===== config.mk =====
export PLATFORM = sky130hd
export DESIGN_NAME = hamming_secded_decoder
export DESIGN_NICKNAME = d
export VERILOG_FILES = /design/src/rtl/hamming_secded_decoder.sv
export SDC_FILE = /design/constraint.sdc
export NUM_CORES = 1
export LEC_CHECK = 0
export CORE_UTILIZATION = 40
export CTS_CLUSTER_SIZE = 24
export DETAILED_ROUTE_END_ITERATION = 10
export MAX_ROUTING_LAYER = met4
export RECOVER_POWER = 50
export SYNTH_ARGS = -nofsm -noshare
export SYNTH_HDL_FRONTEND = slang
export SYNTH_SLANG_ARGS = --single-unit

===== constraint.sdc =====
create_clock -name clk -period 4.2 [get_ports clk]
set_clock_uncertainty 0.15 [all_clocks]
set_input_delay 0.63 -clock clk [delete_from_list [all_inputs] [get_ports clk]]
set_output_delay 0.63 -clock clk [all_outputs]
set_load 0.05 [all_outputs]

===== src/rtl/hamming_secded_decoder.sv =====
// Hamming SECDED decoder: two-stage pipeline with valid/ready handshake.
// Stage 1 registers the codeword with its syndrome and overall parity.
// Stage 2 registers the corrected data and the error classification.
// Saturating counters track delivered corrected and uncorrectable results.
module hamming_secded_decoder #(
  parameter int DATA_W = 32,
  parameter int CNT_W  = 16,
  // Smallest P with 2^P >= DATA_W+P+1, unrolled over the legal range 4..120
  localparam int P  = (DATA_W <= 4)  ? 3 :
                      (DATA_W <= 11) ? 4 :
                      (DATA_W <= 26) ? 5 :
                      (DATA_W <= 57) ? 6 : 7,
  localparam int CW = DATA_W + P + 1
) (
  input  logic              clk,
  input  logic              rst_n,
  input  logic              in_valid,
  output logic              in_ready,
  input  logic [CW-1:0]     in_cw,
  input  logic              ecc_en,
  output logic              out_valid,
  input  logic              out_ready,
  output logic [DATA_W-1:0] out_data,
  output logic              out_single,
  output logic              out_double,
  output logic [P-1:0]      out_pos,
  input  logic              cnt_clr,
  output logic [CNT_W-1:0]  corr_cnt,
  output logic [CNT_W-1:0]  uncorr_cnt
);

  // Number of Hamming positions (data + parity), excluding the overall bit
  localparam int N = DATA_W + P;
  localparam logic [P-1:0] SYN_MAX = N[P-1:0];

  logic              advance;
  logic              fire;

  logic              s1_valid_q;
  logic [N-1:0]      s1_cw_q;
  logic [P-1:0]      s1_syn_q;
  logic              s1_ovr_q;
  logic              s1_ecc_q;

  logic [P-1:0]      syn_d;
  logic              ovr_d;

  logic [N-1:0]      fixed;
  logic              out_valid_q;
  logic [DATA_W-1:0] out_data_q, out_data_d;
  logic              out_single_q, out_single_d;
  logic              out_double_q, out_double_d;
  logic [P-1:0]      out_pos_q, out_pos_d;

  logic [CNT_W-1:0]  corr_cnt_q, uncorr_cnt_q;

  assign advance = !out_valid_q || out_ready;
  assign fire    = out_valid_q && out_ready;

  // Syndrome: XOR of the position indices of every set bit; ovr: overall parity
  always_comb begin
    syn_d = '0;
    for (int unsigned j = 1; j <= N; j++) begin
      if (in_cw[j-1]) syn_d = syn_d ^ j[P-1:0];
    end
    ovr_d = ^in_cw;
  end

  // Stage 1 register: codeword, syndrome, overall parity and mode
  always_ff @(posedge clk or negedge rst_n) begin
    if (!rst_n) begin
      s1_valid_q <= 1'b0;
      s1_cw_q    <= '0;
      s1_syn_q   <= '0;
      s1_ovr_q   <= 1'b0;
      s1_ecc_q   <= 1'b0;
    end else if (advance) begin
      s1_valid_q <= in_valid;
      s1_cw_q    <= in_cw[N-1:0];
      s1_syn_q   <= syn_d;
      s1_ovr_q   <= ovr_d;
      s1_ecc_q   <= ecc_en;
    end
  end

  // Classify the error, flip the indicated position and extract data bits
  always_comb begin
    int unsigned k;
    fixed        = s1_cw_q;
    out_single_d = 1'b0;
    out_double_d = 1'b0;
    out_pos_d    = '0;
    out_data_d   = '0;
    k            = 0;
    if (s1_ecc_q) begin
      out_pos_d = s1_syn_q;
      if (s1_ovr_q) begin
        if (s1_syn_q == '0) begin
          out_single_d = 1'b1;
        end else if (s1_syn_q <= SYN_MAX) begin
          out_single_d = 1'b1;
          for (int unsigned j = 1; j <= N; j++) begin
            if (j[P-1:0] == s1_syn_q) fixed[j-1] = !fixed[j-1];
          end
        end else begin
          out_double_d = 1'b1;
        end
      end else if (s1_syn_q != '0) begin
        out_double_d = 1'b1;
      end
    end
    for (int unsigned j = 1; j <= N; j++) begin
      if ((j & (j - 1)) != 0) begin
        out_data_d[k] = fixed[j-1];
        k = k + 1;
      end
    end
  end

  // Stage 2 register: holds the result while the consumer stalls
  always_ff @(posedge clk or negedge rst_n) begin
    if (!rst_n) begin
      out_valid_q  <= 1'b0;
      out_data_q   <= '0;
      out_single_q <= 1'b0;
      out_double_q <= 1'b0;
      out_pos_q    <= '0;
    end else if (advance) begin
      out_valid_q  <= s1_valid_q;
      out_data_q   <= out_data_d;
      out_single_q <= out_single_d;
      out_double_q <= out_double_d;
      out_pos_q    <= out_pos_d;
    end
  end

  // Saturating event counters; clear takes priority over a same-cycle increment
  always_ff @(posedge clk or negedge rst_n) begin
    if (!rst_n) begin
      corr_cnt_q   <= '0;
      uncorr_cnt_q <= '0;
    end else if (cnt_clr) begin
      corr_cnt_q   <= '0;
      uncorr_cnt_q <= '0;
    end else if (fire) begin
      if (out_single_q && (corr_cnt_q != '1))   corr_cnt_q   <= corr_cnt_q + 1'b1;
      if (out_double_q && (uncorr_cnt_q != '1)) uncorr_cnt_q <= uncorr_cnt_q + 1'b1;
    end
  end

  assign in_ready   = advance;
  assign out_valid  = out_valid_q;
  assign out_data   = out_data_q;
  assign out_single = out_single_q;
  assign out_double = out_double_q;
  assign out_pos    = out_pos_q;
  assign corr_cnt   = corr_cnt_q;
  assign uncorr_cnt = uncorr_cnt_q;

endmodule

==> impl_metrics.tcl <==
set metrics [dict create \
    status "finished, violations left" \
    violations "max-capacitance violations, max-slew violations" \
    max_cap_violations 2 \
    cts_hold_buf 0 \
    hold_class "reg -> reg" \
    slowest_delay_ns 1.37 \
    finalCriticalPeriod_ns 3.17 \
    drive_gt1_frac 0.0550 \
    ys_types 44 \
    muxShareOfSynthArea 0.00687 \
    cts.clk_slew.worst_paths_ns 0.06 \
    cts_made_buffers 17 \
    max_freq_ghz 0.315 \
    cts_setup_buffers 0 \
    rsz0062_at_grt "no" \
    grt_pass1_vias 4810 \
    pin_count 119 \
    postRouteAntennaNets 0 \
    crit_buf_inv 3 \
    first_pass_iters 4 \
    hpwl_um 11000 \
    die_x_um 125 \
    ys_seq_area_frac 0.475 \
    gp_congestion 0.887 \
    fp.dieArea_sq_mm 0.0155 \
    synth-main-ff-cell "dfrtp_1" \
    max_slew_margin -0.247 \
    peakVddDrop_v 0.000286 \
    drc 0 \
    total_power_mw 4.17 \
    syn_nets 685 \
    synth_area_leaders "dfrtp_1 47%, nand2_1 11%, xnor2_1 9.3%" \
    io_buffers 118 \
    nNetsFinal 798 \
    synth_top_family_by_area "simple AND/OR/NAND/NOR gates" \
    antenna_found_initial 0 \
    htreeDepth 4 \
    cp.arrival_ns 3.32 \
    syn2layout_area_growth_pct 31.9 \
    crit_path_max_fanout 44 \
    clk_latency_ns 0.42 \
    slowest_stage "clkbuf_1" \
    grt_util_all_layers 0.215 \
    vias_per_cell 4.99 \
    diodes 0 \
    core-area_sq_mm 0.0146 \
    synthAdderAreaFrac 0.00416 \
    rows 44 \
    worstPathRequired_ns 4.35 \
    p_per_area_mw_per_mm2 526 \
    crit_path_end_kind "flop" \
    clk_path_buf_depth 2 \
    postSynthCellCount 638 \
    die_h_um 125 \
    yosys.area.top_type "dfrtp_1" \
    synth-seq-cells 114 \
    tns_ns 0 \
    synth-async-reset-ratio 1.00 \
    synth_edf_count 0 \
    worst_slew_pin_slew_ns 1.87 \
    utilization 0.543 \
    synthXorXnorAreaFrac 0.208 \
    wl_per_cell_um 15.9 \
    drt_iter0_drc 274 \
    yosys.area_share.simple 0.233 \
    clkSinkCount 114 \
    yosysTopAreaCellShare 0.475 \
    cts_tree "done" \
    num_vias 4728 \
    grt_pass1_wl_um 25200 \
    min_period_over_period 0.755 \
    cts_resized 0 \
    path_class "in -> reg" \
    hold_violations 0 \
    holdWs_ns 0.303 \
    grt_max_degree 119 \
    cpLargestDelayFamily "buffers and inverters" \
    critical_path.startpoint_type "input port" \
    grt_remaining_overflow 0 \
    setup_viol 0 \
    routed_wl_um 15000 \
    total_leakage_power_nw 3.38 \
    cts-root-buf "clkbuf_16" \
    drv_slew 119 \
    critical_path.cell_chain "dlygate4sd3_1 -> nor2b_4 -> inv_1 -> clkbuf_1 -> mux2_2" \
    synth_compound_area_frac 0.0550 \
    synth_warnings 0 \
    netlist_area_sq_mm 0.00601 \
    initial_utilization 0.412 \
    avgSynthCellArea_sq_um 9.42 \
]
-- power by group --
part	total [mW]	switching [mW]	internal (mW)
clock	1.43	0.540	0.894
combinational	1.26	0.754	0.507
sequential	1.48	0.214	1.27
total	4.17	1.51	2.67
-- through the flow --
stage	cell area (sq um)	cells	setup WS, ns
after floorplan	6010	638	1.68
after global placement	7350	916	1.23
after detailed placement	7350	916	1.22
after CTS	7950	948	1.23
after global routing	7930	948	0.767
final	7930	948	1.03
-- layout by cell type, fill, tap and decap left out, types with 3 or more instances in the layout --
cell / Yosys / routed
nor2_1: 43 / 43
clkbuf_16: 0 / 17
xor2_1: 36 / 36
mux2i_1: 3 / 3
xnor2_1: 64 / 64
nor2b_1: 5 / 4
a21oi_1: 4 / 4
nor4_1: 7 / 8
clkdlybuf4s50_1: 0 / 116
and3_1: 8 / 8
o21ai_1: 32 / 31
or3_1: 3 / 3
clkbuf_1: 28 / 3
clkinvlp_4: 0 / 5
nand3_1: 26 / 26
clkinv_4: 0 / 4
xnor3_1: 12 / 12
dfrtp_1: 114 / 114
and2_1: 3 / 3
o211ai_1: 3 / 3
o21ai_0: 10 / 11
o2111ai_1: 5 / 5
nand2b_1: 5 / 5
nand4_1: 10 / 10
nor3_1: 10 / 10
nand2_1: 178 / 178
-- cells by family after synthesis --
group	Yosys count
XOR/XNOR	117
multiplexers	4
AND/OR/NAND/NOR	314
buffers and inverters	29
AO/OA/AOI/OAI	58
flip-flops	114
adder cells (fa/ha/maj)	2
-- cells in the mapped netlist (2+ instances only) --
| cell | instances |
|---|---|
| nor2b_1 | 5 |
| nand2b_1 | 5 |
| xnor3_1 | 12 |
| nand3_1 | 26 |
| or4_1 | 2 |
| o211ai_1 | 3 |
| o21ai_0 | 10 |
| nor2_1 | 43 |
| nand2_1 | 178 |
| xor2_1 | 36 |
| ha_1 | 2 |
| nor3b_1 | 2 |
| and3_1 | 8 |
| o21ai_1 | 32 |
| nor4b_1 | 2 |
| or3_1 | 3 |
| a21oi_1 | 4 |
| nand4_1 | 10 |
| clkbuf_1 | 28 |
| o2111ai_1 | 5 |
| mux2i_1 | 3 |
| dfrtp_1 | 114 |
| and2_1 | 3 |
| or2_1 | 3 |
| nor3_1 | 10 |
| xnor2_2 | 2 |
| xnor2_1 | 64 |
| nor4_1 | 7 |
-- layout make-up --
type	instances	area [sq um]
Clock inverter	14	158
Timing Repair Buffer	122	1190
Tap cell	184	230
Fill cell	1304	6660
Multi-Input combinational cell	495	3050
Inverter	1	3.75
Sequential cell	114	2850
Clock buffer	18	439
-- path summary, 6_finish.rpt --
kind                       slack (ns)  cells past startpoint              startpoint                        to
max                              1.03                      5               out_ready   s1_syn_q[4]$_DFFE_PN0P_
min                              0.30                      1  s1_valid_q$_DFFE_PN0P_     out_valid$_DFFE_PN0P_
max reg2reg                      1.38                      4   out_valid$_DFFE_PN0P_   s1_syn_q[4]$_DFFE_PN0P_
min reg2reg                      0.30                      1  s1_valid_q$_DFFE_PN0P_     out_valid$_DFFE_PN0P_
max in group asynchronous        1.40                      2                   rst_n   s1_cw_q[37]$_DFFE_PN0P_
min in group asynchronous        0.56                      1                   rst_n  corr_cnt[13]$_DFFE_PN0P_
-- metal layers --
metal	up-vias	routed length, um	track usage
li1	2349	-	-
met1	2213	7040	0.282
met2	143	7000	0.324
met3	23	630	0.0395
met4	0	360	0.0992
met5	-	0	-
-- registers in the layout, summed over array words and instances (netlist names), 6 cells and up --
register    flops
corr_cnt       16
out_data       32
out_pos         6
s1_cw_q        32
s1_syn_q        6
uncorr_cnt     16
Note: power is estimated with default switching activity, not from simulation.
